## src/rtl/knights_pkg.sv

```systemverilog
// knights_pkg: shared command encodings, response codes, scheduler states and knight move table.
package knights_pkg;
    localparam int         NUM_MOVES  = 24;
    localparam logic [3:0] OP_MOVE    = 4'h2;
    localparam logic [3:0] OP_FANFARE = 4'h3;
    localparam logic [7:0] HDG_N      = 8'h00;
    localparam logic [7:0] HDG_W      = 8'h3F;
    localparam logic [7:0] HDG_S      = 8'h7F;
    localparam logic [7:0] HDG_E      = 8'hBF;
    localparam logic [7:0] RESP_DONE  = 8'hA5;
    localparam logic [7:0] RESP_MOVE  = 8'h5A;

    typedef enum logic [2:0] {IDLE, VERT, WAIT_V, HORZ, WAIT_H} state_t;

    typedef struct packed {
        logic signed [2:0] dx;
        logic signed [2:0] dy;
    } delta_t;

    function automatic delta_t move_delta(input logic [2:0] b);
        case (b)
            3'd0:    move_delta = '{ 3'sd1,  3'sd2};
            3'd1:    move_delta = '{-3'sd1,  3'sd2};
            3'd2:    move_delta = '{-3'sd2,  3'sd1};
            3'd3:    move_delta = '{-3'sd2, -3'sd1};
            3'd4:    move_delta = '{-3'sd1, -3'sd2};
            3'd5:    move_delta = '{ 3'sd1, -3'sd2};
            3'd6:    move_delta = '{ 3'sd2, -3'sd1};
            default: move_delta = '{ 3'sd2,  3'sd1};
        endcase
    endfunction
endpackage

```

## src/rtl/knight_move_decode.sv

```systemverilog
// knight_move_decode: turns a one-hot knight move into its vertical and horizontal leg commands.
module knight_move_decode
    import knights_pkg::*;
(
    input  logic [7:0]  move,
    output logic [15:0] vert_cmd,
    output logic [15:0] horz_cmd
);
    logic [2:0] w_bit;
    delta_t     w_d;
    logic [2:0] w_vsq;
    logic [2:0] w_hsq;

    // Descending scan leaves the lowest set bit; an all-zero move falls back to b0.
    always_comb begin
        w_bit = '0;
        for (int i = 7; i >= 0; i--)
            if (move[i]) w_bit = 3'(i);
    end

    assign w_d      = move_delta(w_bit);
    assign w_vsq    = w_d.dy[2] ? -w_d.dy : w_d.dy;
    assign w_hsq    = w_d.dx[2] ? -w_d.dx : w_d.dx;
    assign vert_cmd = {OP_MOVE,    w_d.dy[2] ? HDG_S : HDG_N, 1'b0, w_vsq};
    assign horz_cmd = {OP_FANFARE, w_d.dx[2] ? HDG_W : HDG_E, 1'b0, w_hsq};
endmodule

```

## src/rtl/tour_cmd_sched.sv

```systemverilog
// tour_cmd_sched: muxes cmd_proc between UART passthrough and replay of a solved knight's tour,
// issuing each move as a vertical then a horizontal leg and choosing the host response byte.
module tour_cmd_sched
    import knights_pkg::*;
(
    input  logic        clk,
    input  logic        rst_n,
    input  logic [15:0] cmd_UART,
    input  logic        cmd_rdy_UART,
    output logic        clr_cmd_rdy_UART,
    input  logic        tour_done,
    input  logic [7:0]  move,
    output logic [4:0]  mv_indx,
    output logic [15:0] cmd,
    output logic        cmd_rdy,
    input  logic        clr_cmd_rdy,
    input  logic        send_resp,
    output logic [7:0]  resp
);
    localparam logic [4:0] LAST_INDX = 5'(NUM_MOVES - 1);

    state_t      r_state;
    logic [4:0]  r_mv_indx;
    logic [15:0] w_vert_cmd;
    logic [15:0] w_horz_cmd;
    logic        w_idle;
    logic        w_last;

    knight_move_decode u_dec (
        .move     (move),
        .vert_cmd (w_vert_cmd),
        .horz_cmd (w_horz_cmd)
    );

    // A send_resp coinciding with clr_cmd_rdy in VERT belongs to the UART era and is dropped.
    always_ff @(posedge clk or negedge rst_n) begin
        if (!rst_n) begin
            r_state   <= IDLE;
            r_mv_indx <= '0;
        end else begin
            case (r_state)
                IDLE:    if (tour_done) begin
                             r_state   <= VERT;
                             r_mv_indx <= '0;
                         end
                VERT:    if (clr_cmd_rdy) r_state <= WAIT_V;
                WAIT_V:  if (send_resp) r_state <= HORZ;
                HORZ:    if (clr_cmd_rdy) r_state <= WAIT_H;
                WAIT_H:  if (send_resp) begin
                             r_state   <= w_last ? IDLE : VERT;
                             r_mv_indx <= w_last ? '0 : r_mv_indx + 5'd1;
                         end
                default: r_state <= IDLE;
            endcase
        end
    end

    assign w_idle           = r_state == IDLE;
    assign w_last           = r_mv_indx == LAST_INDX;
    assign mv_indx          = r_mv_indx;
    assign cmd              = w_idle ? cmd_UART :
                              (r_state == HORZ || r_state == WAIT_H) ? w_horz_cmd : w_vert_cmd;
    assign cmd_rdy          = w_idle ? cmd_rdy_UART : (r_state == VERT || r_state == HORZ);
    assign clr_cmd_rdy_UART = w_idle & clr_cmd_rdy;
    assign resp             = (w_idle || (r_state == WAIT_H && w_last)) ? RESP_DONE : RESP_MOVE;
endmodule

```

## config.mk

```make
export PLATFORM = sky130hd
export DESIGN_NAME = tour_cmd_sched
export DESIGN_NICKNAME = d
export VERILOG_FILES = /design/src/rtl/knights_pkg.sv /design/src/rtl/knight_move_decode.sv /design/src/rtl/tour_cmd_sched.sv
export SDC_FILE = /design/constraint.sdc
export NUM_CORES = 1
export LEC_CHECK = 0
export CAP_MARGIN = 20
export CORE_ASPECT_RATIO = 1.2
export CORE_MARGIN = 8
export CORE_UTILIZATION = 37
export DETAILED_ROUTE_END_ITERATION = 8
export MAX_ROUTING_LAYER = met4
export PLACE_DENSITY = 0.9
export SLEW_MARGIN = 20
export SYNTH_ARGS = -nofsm -noshare
export SYNTH_HDL_FRONTEND = slang
export SYNTH_SLANG_ARGS = --single-unit
export TNS_END_PERCENT = 50
```

## constraint.sdc

```tcl
create_clock -name clk -period 5.9 [get_ports clk]
set_input_delay 0.59 -clock clk [delete_from_list [all_inputs] [get_ports clk]]
set_output_delay 0.59 -clock clk [all_outputs]
set_load 0.005 [all_outputs]
```

==> impl_metrics.csv <==
group,metric,value,unit
status,status,"finished, final reports clean",
detailed_routing,routed_wl,3.33,mm
finish,syn_to_final_growth,60.7,%
run,cap_violations,0,
sta,hold_violations,0,
critical_path,reg2regPathDepth,4,
detailed_routing,dr.first_iter.drc_count,63,
sta,rsz0062_at_grt,"no",
critical_path,path_class,"in -> out",
sta,finalSetupViolations,0,
finish,drive_gt1_frac,0.0588,
min_path,min_path_type,"reg -> reg",
critical_path,critPathBufInv,2,
critical_path,crit_fanout,6,
detailed_routing,drt-met1-wl,1.29,mm
global_route,grt_pass1_vias,1277,
clocking,cts_resized,0,
global_route,grt_usage,0.149,
critical_path,r2r_start,"r_state[2]$_DFFE_PN0P_",
floorplan,dieArea,4570,um2
sta,finalCritPeriodShare,0.701,
clocking,htree_levels,1,
sta,worst_pin_slew,608,ps
clocking,cts_tree,"yes",
sta,fmax,0.242,GHz
critical_path,crit_start,"move[6]",
detailed_routing,detailroute.via_count,1254,
critical_path,max_stage_delay,550,ps
floorplan,die_w,63.1,um
critical_path,required,5310,ps
finish,nets,222,
min_path,hold_path.startpoint,"mv_indx[4]$_DFFE_PN0P_",
place,hpwl,2.71,mm
pwr,power.leakage,0.629,nW
finish,num_antenna_cells,0,
place,post-place-ws,1790,ps
clocking,ctsHoldBuffers,0,
critical_path,path_depth,11,
detailed_routing,met2_length,1.71,mm
floorplan,die_h,72.5,um
logic_synthesis,synth_area,983,um2
logic_synthesis,synth.avg_cell_area,7.28,um2
detailed_routing,viasPerCell,5.70,
critical_path,cpMaxStageDelayCell,"clkdlybuf4s50_1",
sta,drv_slew,0,
place,numPortBuffers,60,
logic_synthesis,yosys_warnings,0,
floorplan,start_util,0.389,
detailed_routing,first_pass_iters,6,
critical_path,critPathTopFamily,"buffers and inverters",
detailed_routing,drc,0,
logic_synthesis,yosys.cell_types.count,46,
min_path,worstHoldEndpoint,"mv_indx[4]$_DFFE_PN0P_",
place,place_congestion,0.847,
clocking,cts.path.max_buffers,2,
sta,tns,0,ps
global_route,overflow,0,
sta,finClkSkew,0.702,ps
clocking,cts_root_buf,"clkbuf_4",
logic_synthesis,ys_seq_area_frac,0.204,
pwr,irDropWorstVdd,0.351,mV
logic_synthesis,synth-seq-cells,8,
detailed_routing,wl_per_cell,15.1,um
floorplan,io_pins,61,
detailed_routing,wl_met3,265,um
detailed_routing,ant_nets,0,
global_route,grt_first_pass_wirelength,5.68,mm
critical_path,worst-endpoint-arrival,3550,ps
sta,slew_headroom,0.594,
critical_path,r2r_end,"mv_indx[3]$_DFFE_PN0P_",
logic_synthesis,synth_nets,168,
critical_path,crit_chain,"clkdlybuf4s50_1 -> nor2_1 -> o31ai_1 -> nand2_1 -> nor2_1 -> ha_1 -> nand3_1 -> nor4b_2 -> a211oi_1 -> o41ai_2 -> clkdlybuf4s50_1",
global_route,grt_max_degree,24,
clocking,path_clk_slew,50,ps
detailed_routing,routed.top_layer,"met4",
clocking,cts-buffers-inserted,3,
pwr,power.total,0.596,mW
clocking,clock-sinks,8,
floorplan,core,2530,um2
sta,setup_slack,1760,ps
clocking,post_cts_buffers,0,
min_path,hold_depth,1,
sta,period_minus_slack,4140,ps
critical_path,r2r_setup_slack,4200,ps
critical_path,cp-end-kind,"output pin",
logic_synthesis,synth_cells,135,
pwr,powerDensity,377,nW/um2
global_route,antenna_found_initial,0,
clocking,clk_latency,250,ps
critical_path,critPathLaunchType,"input pin",
floorplan,row_count,20,
routing by layer:
layer  global-route usage  up-vias
met5                    -        -
met2                0.270       75
met3               0.0354        9
li1                     -      598
met4               0.0685        0
met1                0.149      572
Yosys cell counts, drive strengths merged:
library cell,number,area share
xor2,1,0.0089
inv,8,0.031
nand4b,1,0.0089
nand3b,2,0.015
ha,3,0.038
nor2,17,0.067
a21oi,8,0.041
or2,1,0.0064
o32ai,1,0.0089
a32o,1,0.010
and2,4,0.025
a31o,1,0.0089
or3,2,0.013
a31oi,2,0.013
and3b,2,0.018
nor4b,1,0.015
dfrtp,8,0.20
nand2b,2,0.013
o41ai,3,0.034
xnor2,1,0.0089
mux2i,1,0.010
nand3,5,0.031
or4,1,0.011
nand4,2,0.013
a221o,1,0.010
nor4,1,0.0064
or3b,1,0.0089
a21boi,1,0.0076
o22ai,4,0.025
nor3,6,0.031
clkbuf,1,0.0038
buf,10,0.065
a311oi,1,0.0089
o21ai,7,0.036
a211oi,2,0.020
o21a,6,0.046
o31ai,3,0.023
nand2,12,0.046
o211a,1,0.010
worst max-delay path by stage:
stage	slack (ps)	end
6_report	1760	cmd[2]
3_5_place_dp	1790	cmd[2]
4_1_cts	1780	cmd[2]
2_1_floorplan	3090	cmd[2]
5_1_grt	1460	cmd[2]
3_3_place_gp	1930	cmd[2]
cells in the final DEF, fill, tap and decap left out, drive strengths merged, types with 2 or more instances in the layout:
cell type and n:
o21a 6, o31ai 3, dfrtp 8, nor3 6, nand3b 2, clkbuf 3
a31oi 2, nand4 2, clkdlybuf4s50 60, o21ai 7, ha 3, nand3 5
nand2b 2, and3b 2, a21oi 8, or3 2, inv 8, o22ai 4
nand2 12, o41ai 3, a211oi 2, and2 4, nor2 17
power breakdown:
part	internal, mW	switching, mW
logic	0.267	0.190
registers	0.0659	0.0326
clock network	0.0233	0.0182
sequential cells by signal, indices dropped and copies added (netlist names):
| register | cells |
|---|---|
| mv_indx | 5 |
| r_state | 3 |
per-stage QoR:
step | hold slack, ps | cells | cell area [um2] | util
4_1_cts | 518 | 220 | 1580 | 0.625
2_1_floorplan | 294 | 135 | 983 | -
3_3_place_gp | 490 | 217 | 1560 | 0.616
5_1_grt | 544 | 220 | 1580 | 0.625
6_report | 509 | 220 | 1580 | 0.625
3_5_place_dp | 511 | 217 | 1560 | 0.616
cells by family after synthesis:
group	after synthesis	share of synthesized area
and+or+nand+nor	60	0.328
AOI/OAI and AO/OA	42	0.303
buffers and inverters	19	0.0992
DFF	8	0.204
adders and majority gates	3	0.0382
xor gates and xnor gates	2	0.0178
muxes	1	0.0102
cell type report:
cell class / count / area (um2)
inverter: 8 / 30.0
sequential: 8 / 200
tap: 33 / 41.3
fill: 219 / 947
multi-input combinational: 108 / 686
timing repair buffer: 60 / 601
clock buffer: 3 / 22.5
(Power assumes the default switching activity.)
